===== config.mk =====
export PLATFORM = sky130hd
export DESIGN_NAME = fp_addsub_pipe
export DESIGN_NICKNAME = d
export VERILOG_FILES = /design/src/rtl/fp_pkg.sv /design/src/rtl/fp_lzc.sv /design/src/rtl/fp_addsub_pipe.sv
export SDC_FILE = /design/constraint.sdc
export NUM_CORES = 1
export LEC_CHECK = 0
export ABC_AREA = 1
export ABC_CLOCK_PERIOD_IN_PS = 8620
export BUFFER_PORTS_ARGS = -buffer_cell sky130_fd_sc_hd__buf_2
export CORE_ASPECT_RATIO = 1.25
export CORE_MARGIN = 2
export CORE_UTILIZATION = 35
export DETAILED_ROUTE_END_ITERATION = 6
export GPL_ROUTABILITY_DRIVEN = 0
export GPL_TIMING_DRIVEN = 0
export PLACE_DENSITY = 0.52
export SLEW_MARGIN = 30
export SYNTH_ARGS = -nofsm -noshare
export SYNTH_HDL_FRONTEND = slang
export SYNTH_SLANG_ARGS = --single-unit

===== constraint.sdc =====
create_clock -name clk -period 8.62 [get_ports clk]
set_input_delay 1.724 -clock clk [delete_from_list [all_inputs] [get_ports clk]]
set_output_delay 1.724 -clock clk [all_outputs]
set_load 0.02 [all_outputs]

===== src/rtl/fp_pkg.sv =====
// Shared floating-point definitions: operand classes, flag bit positions and
// helpers that derive format constants from the exponent/fraction widths.
package fp_pkg;

  localparam int EXP_W_DEF = 5;
  localparam int MAN_W_DEF = 10;

  typedef enum logic [1:0] {
    CLS_ZERO,
    CLS_NORM,
    CLS_INF,
    CLS_NAN
  } fp_class_e;

  // Bit positions inside the 4-bit flag word {invalid, overflow, underflow, inexact}
  localparam int FLG_INX = 0;
  localparam int FLG_UNF = 1;
  localparam int FLG_OVF = 2;
  localparam int FLG_INV = 3;

  function automatic int bias(input int exp_w);
    return (1 << (exp_w - 1)) - 1;
  endfunction

  function automatic int exp_max(input int exp_w);
    return (1 << exp_w) - 1;
  endfunction

  function automatic int fp_width(input int exp_w, input int man_w);
    return 1 + exp_w + man_w;
  endfunction

  // Quiet NaN: sign 0, exponent all ones, only the fraction MSB set.
  function automatic logic [63:0] canon_nan(input int exp_w, input int man_w);
    logic [63:0] v;
    v = '0;
    for (int i = 0; i < exp_w; i++) v[man_w + i] = 1'b1;
    v[man_w - 1] = 1'b1;
    return v;
  endfunction

endpackage


===== src/rtl/fp_lzc.sv =====
// Combinational leading-zero counter; an all-zero input reports W.
module fp_lzc #(
  parameter int W  = 14,
  parameter int CW = $clog2(W + 1)
) (
  input  logic [W-1:0]  d,
  output logic [CW-1:0] cnt
);

  // Ascending scan: the highest set bit is the last one to write cnt.
  always_comb begin
    cnt = CW'(W);
    for (int i = 0; i < W; i++) begin
      if (d[i]) cnt = CW'(W - 1 - i);
    end
  end

endmodule


===== src/rtl/fp_addsub_pipe.sv =====
// Four-stage pipelined floating-point add/subtract with round-to-nearest-even,
// flush-to-zero, valid/ready handshake and per-result exception flags.
module fp_addsub_pipe
  import fp_pkg::*;
#(
  parameter int EXP_W = 5,
  parameter int MAN_W = 10,
  parameter int TAG_W = 4
) (
  input  logic                   clk,
  input  logic                   reset,
  input  logic                   in_valid,
  output logic                   in_ready,
  input  logic [EXP_W+MAN_W:0]   in_a,
  input  logic [EXP_W+MAN_W:0]   in_b,
  input  logic                   in_op,
  input  logic [TAG_W-1:0]       in_tag,
  output logic                   out_valid,
  input  logic                   out_ready,
  output logic [EXP_W+MAN_W:0]   out_sum,
  output logic [TAG_W-1:0]       out_tag,
  output logic [3:0]             out_flags
);

  localparam int W      = fp_width(EXP_W, MAN_W);
  localparam int SW     = MAN_W + 4;            // hidden + fraction + guard/round/sticky
  localparam int LW     = $clog2(SW + 1);
  localparam int XW     = EXP_W + LW + 2;       // signed headroom for exp+2 .. exp-SW
  localparam int STAGES = 4;
  localparam logic [EXP_W-1:0] EMAX = EXP_W'(exp_max(EXP_W));
  localparam logic [W-1:0]     QNAN = W'(canon_nan(EXP_W, MAN_W));

  // Special-case results are decided up front and ride alongside the datapath.
  typedef struct packed {
    logic [TAG_W-1:0] tag;
    logic             special;
    logic [W-1:0]     spec_val;
    logic [3:0]       spec_flags;
  } side_t;

  typedef struct packed {
    side_t            side;
    logic             sign;
    logic             sub;
    logic [EXP_W-1:0] exp;
    logic [EXP_W-1:0] diff;
    logic [MAN_W:0]   sig_l;
    logic [MAN_W:0]   sig_s;
  } s1_t;

  typedef struct packed {
    side_t            side;
    logic             sign;
    logic [EXP_W-1:0] exp;
    logic [SW:0]      sum;
  } s2_t;

  typedef struct packed {
    side_t            side;
    logic             sign;
    logic             zero;
    logic [XW-1:0]    exp;
    logic [SW-1:0]    mant;
  } s3_t;

  logic [STAGES:1] vld_pipe;
  logic            stall, advance, in_fire;
  s1_t             s1_d, s1_q;
  s2_t             s2_d, s2_q;
  s3_t             s3_d, s3_q;
  logic [W-1:0]    res_sum;
  logic [3:0]      res_flags;

  assign out_valid = vld_pipe[STAGES];
  assign stall     = out_valid & ~out_ready;
  assign advance   = ~stall;
  assign in_ready  = ~stall;
  assign in_fire   = in_valid & in_ready;

  // ---------------- S1: unpack, classify, order by magnitude ----------------
  function automatic fp_class_e classify(input logic [EXP_W-1:0] e, input logic [MAN_W-1:0] f);
    if (e == '0)   return CLS_ZERO;
    if (e == EMAX) return (f == '0) ? CLS_INF : CLS_NAN;
    return CLS_NORM;
  endfunction

  logic                   sa, sb, swap;
  logic [EXP_W-1:0]       ea, eb;
  logic [MAN_W-1:0]       fa, fb;
  fp_class_e              ca, cb;
  logic [MAN_W:0]         ma, mb;
  logic [EXP_W+MAN_W-1:0] mag_a, mag_b;

  assign sa    = in_a[W-1];
  assign sb    = in_b[W-1] ^ in_op;
  assign ea    = in_a[W-2:MAN_W];
  assign eb    = in_b[W-2:MAN_W];
  assign fa    = in_a[MAN_W-1:0];
  assign fb    = in_b[MAN_W-1:0];
  assign ca    = classify(ea, fa);
  assign cb    = classify(eb, fb);
  assign ma    = (ca == CLS_ZERO) ? '0 : {1'b1, fa};
  assign mb    = (cb == CLS_ZERO) ? '0 : {1'b1, fb};
  assign mag_a = (ca == CLS_ZERO) ? '0 : {ea, fa};
  assign mag_b = (cb == CLS_ZERO) ? '0 : {eb, fb};
  assign swap  = mag_b > mag_a;

  always_comb begin
    s1_d          = '0;
    s1_d.side.tag = in_tag;
    s1_d.sign     = swap ? sb : sa;
    s1_d.sub      = sa ^ sb;
    s1_d.exp      = swap ? eb : ea;
    s1_d.diff     = swap ? (eb - ea) : (ea - eb);
    s1_d.sig_l    = swap ? mb : ma;
    s1_d.sig_s    = swap ? ma : mb;
    if (ca == CLS_NAN || cb == CLS_NAN) begin
      s1_d.side.special             = 1'b1;
      s1_d.side.spec_val            = QNAN;
      s1_d.side.spec_flags[FLG_INV] = 1'b1;
    end else if (ca == CLS_INF && cb == CLS_INF) begin
      s1_d.side.special = 1'b1;
      if (sa != sb) begin
        s1_d.side.spec_val            = QNAN;
        s1_d.side.spec_flags[FLG_INV] = 1'b1;
      end else begin
        s1_d.side.spec_val = {sa, EMAX, {MAN_W{1'b0}}};
      end
    end else if (ca == CLS_INF) begin
      s1_d.side.special  = 1'b1;
      s1_d.side.spec_val = {sa, EMAX, {MAN_W{1'b0}}};
    end else if (cb == CLS_INF) begin
      s1_d.side.special  = 1'b1;
      s1_d.side.spec_val = {sb, EMAX, {MAN_W{1'b0}}};
    end else if (ca == CLS_ZERO && cb == CLS_ZERO) begin
      s1_d.side.special  = 1'b1;
      s1_d.side.spec_val = {sa & sb, {(W-1){1'b0}}};
    end
  end

  // ---------------- S2: align smaller operand, add/subtract ----------------
  logic [SW-1:0]   ext_s, ext_l, aligned;
  logic [2*SW-1:0] sh_full;
  logic            collapse;

  assign ext_s    = {s1_q.sig_s, 3'b000};
  assign ext_l    = {s1_q.sig_l, 3'b000};
  assign sh_full  = {ext_s, {SW{1'b0}}} >> s1_q.diff;
  assign collapse = 32'(s1_q.diff) >= 32'(SW - 1);
  // Lower half of sh_full holds every bit shifted past the sticky position.
  assign aligned  = collapse ? SW'(|s1_q.sig_s)
                             : {sh_full[2*SW-1:SW+1], sh_full[SW] | (|sh_full[SW-1:0])};

  always_comb begin
    s2_d      = '0;
    s2_d.side = s1_q.side;
    s2_d.sign = s1_q.sign;
    s2_d.exp  = s1_q.exp;
    s2_d.sum  = s1_q.sub ? ({1'b0, ext_l} - {1'b0, aligned})
                         : ({1'b0, ext_l} + {1'b0, aligned});
  end

  // ---------------- S3: normalise ----------------
  logic [LW-1:0] lz;

  fp_lzc #(.W(SW), .CW(LW)) u_lzc (
    .d   (s2_q.sum[SW-1:0]),
    .cnt (lz)
  );

  always_comb begin
    s3_d      = '0;
    s3_d.side = s2_q.side;
    s3_d.sign = s2_q.sign;
    s3_d.zero = (s2_q.sum == '0);
    if (s2_q.sum[SW]) begin
      s3_d.mant = {s2_q.sum[SW:2], s2_q.sum[1] | s2_q.sum[0]};
      s3_d.exp  = XW'(s2_q.exp) + XW'(1);
    end else begin
      s3_d.mant = s2_q.sum[SW-1:0] << lz;
      s3_d.exp  = XW'(s2_q.exp) - XW'(lz);
    end
  end

  // ---------------- S4: round, pack, flag ----------------
  logic                 rnd_up, inexact;
  logic [MAN_W+1:0]     rnd;
  logic signed [XW-1:0] exp_r;
  logic [MAN_W-1:0]     frac_r;

  assign inexact = |s3_q.mant[2:0];
  assign rnd_up  = s3_q.mant[2] & (s3_q.mant[1] | s3_q.mant[0] | s3_q.mant[3]);
  assign rnd     = {1'b0, s3_q.mant[SW-1:3]} + (MAN_W+2)'(rnd_up);
  assign exp_r   = $signed(s3_q.exp) + $signed(XW'(rnd[MAN_W+1]));
  assign frac_r  = rnd[MAN_W+1] ? rnd[MAN_W:1] : rnd[MAN_W-1:0];

  always_comb begin
    res_sum   = '0;
    res_flags = '0;
    if (s3_q.side.special) begin
      res_sum   = s3_q.side.spec_val;
      res_flags = s3_q.side.spec_flags;
    end else if (s3_q.zero) begin
      res_sum = '0;
    end else if (exp_r >= $signed(XW'(EMAX))) begin
      res_sum            = {s3_q.sign, EMAX, {MAN_W{1'b0}}};
      res_flags[FLG_OVF] = 1'b1;
      res_flags[FLG_INX] = 1'b1;
    end else if (exp_r <= 0) begin
      res_sum            = {s3_q.sign, {(W-1){1'b0}}};
      res_flags[FLG_UNF] = 1'b1;
      res_flags[FLG_INX] = 1'b1;
    end else begin
      res_sum            = {s3_q.sign, exp_r[EXP_W-1:0], frac_r};
      res_flags[FLG_INX] = inexact;
    end
  end

  // A stall freezes every stage, so ordering and output stability come for free.
  always_ff @(posedge clk) begin
    if (reset) begin
      vld_pipe  <= '0;
      s1_q      <= '0;
      s2_q      <= '0;
      s3_q      <= '0;
      out_sum   <= '0;
      out_tag   <= '0;
      out_flags <= '0;
    end else if (advance) begin
      vld_pipe  <= {vld_pipe[STAGES-1:1], in_fire};
      s1_q      <= s1_d;
      s2_q      <= s2_d;
      s3_q      <= s3_d;
      out_sum   <= res_sum;
      out_tag   <= s3_q.side.tag;
      out_flags <= res_flags;
    end
  end

endmodule


==> results_dict.tcl <==
set metrics [dict create \
    ctsHoldBuffers 0 \
    rsz0062_at_grt "false" \
    holdPathStages 2 \
    status "finished clean" \
    yosys.area.top_type "dfxtp_1" \
    grt_pass1_wl_mm 48.8 \
    arrival_ps 3930 \
    die-area_um2 27300 \
    core_um2 25400 \
    drive_gt1_share_pct 10.1 \
    pwr_density_cell_nw_per_um2 265 \
    multi_input_area_um2 5610 \
    ir_drop_v 0.000155 \
    netlist_instances 1405 \
    grt_pass1_vias 9181 \
    row_count 65 \
    synth_ff_type "dfxtp_1" \
    r2r-end "s2_q[13]" \
    cts_buffers 17 \
    antennaDiodeCount 0 \
    clock_skew_ps 13.9 \
    synth_area_leaders "dfxtp_1 (29%), nand2_1 (11%), ha_1 (7.8%), o21ai_0 (7.8%), nor2_1 (6.7%)" \
    required_ps 6900 \
    avgRoutedWirePerCell_um 16.6 \
    vias_per_cell 5.23 \
    n_fill_cell 2788 \
    post-route-util_pct 41.1 \
    path_buf_inv 5 \
    drc 0 \
    synth_fp_nets 1507 \
    fmax_mhz 177 \
    ys_ff_latch 130 \
    numClockSinks 130 \
    tritoncts "built" \
    design_power_total_uw 2760 \
    p_leak_uw 0.00509 \
    grt_max_degree 17 \
    io_pins 67 \
    htreeDepth 4 \
    areaGrowthSynthToFinish_pct 14.6 \
    min_period_ps 5650 \
    cts-resized-gates 0 \
    clk_pin_slew_ps 70 \
    maxCapViolations 0 \
    whs_ps 462 \
    clockRootBuffer "clkbuf_16" \
    cp_cell_sequence "buf_2 > nor2_1 > inv_1 > clkbuf_1 > clkbuf_1 > buf_2" \
    synth_top_area_share_pct 28.6 \
    worstMarginPinSlew_ps 923 \
    syn_area_um2 9090 \
    die_x_um 148 \
    tns_ps 0 \
    final_common_cell "nand2_1" \
    crit_path_end "in_ready" \
    place_hpwl_mm 23.8 \
    hp-class "reg -> reg" \
    cp_slowest_stage_delay_ps 700 \
    finalWirelength_mm 30.5 \
    slew_violations 0 \
    grt_antenna_before_repair 0 \
    r2r_setup_slack_ps 4910 \
    finalHoldViolations 0 \
    post_cts_buffers 0 \
    crit_path_top_delay_cell "nor2_1" \
    fin_crit_sh_pct 65.5 \
    crit_type "in -> out" \
    syn_area_per_cell_um2 6.47 \
    antenna_left 0 \
    fin_nets 1591 \
    yosys_warnings 0 \
    reg2regPathDepth 21 \
    ys_seq_area_share_pct 28.6 \
    r2r_start "s1_q[23]" \
    start_kind "input port" \
    critical_path.startpoint "out_ready" \
    drt_iter0_drc 571 \
    path_max_fanout 10 \
    synth.distinct_cells 61 \
    relSlewSlack_pct 38.2 \
    firstDrtPassIters 5 \
    vias 9616 \
    insertion_delay_ps 430 \
    ff_latch_area_um2 2600 \
    initial_utilization_pct 35.8 \
    layout_common_cells "nand2_1 (278), nor2_1 (163), inv_1 (149), o21ai_0 (142), dfxtp_1 (130)" \
    clk_path_buf_depth 2 \
    grt_overflow 0 \
    synth_edf_count 0 \
    die_y_um 184 \
    crit_cells 6 \
    crit_family "buffers and inverters" \
    crit_path_end_kind "primary output" \
    grt.total_usage_pct 22.7 \
    io_buffers 65 \
    synthArstFlopShare_pct 0 \
    setup_viol 0 \
]
-- routing by layer --
metal  vias up  share of wire (%)  track usage (%)  routed length (um)
li1       4879                  -                -                   -
met1      4384                 43             27.7               13200
met2       280                 49             39.8               14900
met3        73                4.0             3.19                1220
met4         0                3.8             10.1                1170
met5         -                  0                0                   0
-- power breakdown --
| group | leakage (uW) | switching (uW) | internal (uW) |
|---|---|---|---|
| Clock | 0.000282 | 335 | 388 |
| Sequential | 0.00107 | 104 | 703 |
| Combinational | 0.00373 | 819 | 407 |
| Total | 0.00509 | 1260 | 1500 |
-- stage by stage --
step | setup slack, ps | cell area (um^2) | instances
finish | 2970 | 10400 | 1837
global placement | 2950 | 9840 | 1805
floorplan | 4190 | 9090 | 1405
global route | 2840 | 10400 | 1837
CTS | 2980 | 10400 | 1837
detailed placement | 2990 | 9840 | 1805
-- synth_stat cells, drive strengths merged, types with 8 or more instances --
cell and instances:
nand2 292, nand4 22, dfxtp 130, a21oi 124
o211ai 11, buf 16, nand3 122, o21ai 148
nor4 12, clkbuf 57, nor2 167, xor2 17
inv 153, nor3 16, a31oi 8, ha 57
-- how the worst min path moves through the flow --
| stage | start | endpoint |
|---|---|---|
| 2_1_floorplan | s3_q[25] | s3_q[25] |
| 3_3_place_gp | out_sum[2] | out_sum[2] |
| 3_5_place_dp | out_sum[2] | out_sum[2] |
| 4_1_cts | out_sum[2] | out_sum[2] |
| 5_1_grt | out_sum[2] | out_sum[2] |
| 6_report | out_sum[2] | out_sum[2] |
-- worst min-delay path, stage by stage, from the launching register on --
cell	delay, ps
dfxtp_1	310
nand2_1	60
a21oi_1	50
-- state kept, by name, indices dropped and copies added (netlist names) --
register	flops
vld_pipe	4
s2_q	29
out_sum	16
out_tag	4
ext_l	11
s1_q	20
ext_s	11
s3_q	31
out_flags	4
-- final cells by class --
type,count,area share (%)
Clock inverter,15,1.52
Sequential cell,130,25.0
Clock buffer,17,4.08
Inverter,154,5.55
Buffer,73,2.89
Multi-Input combinational cell,1048,53.8
Timing Repair Buffer,65,3.12
Tap cell,335,4.02
-- cells by family (layout without fill, tap and decap cells) --
kind of cell	after synthesis	count (layout)	synth area share, %
compound gates	328	328	20.2
xor+xnor	20	20	1.93
fa+ha+maj	61	61	8.72
buf+inv	227	324	9.67
flops	130	130	28.6
simple gates	639	639	30.8
No activity file was read; power rests on OpenSTA's default activity.
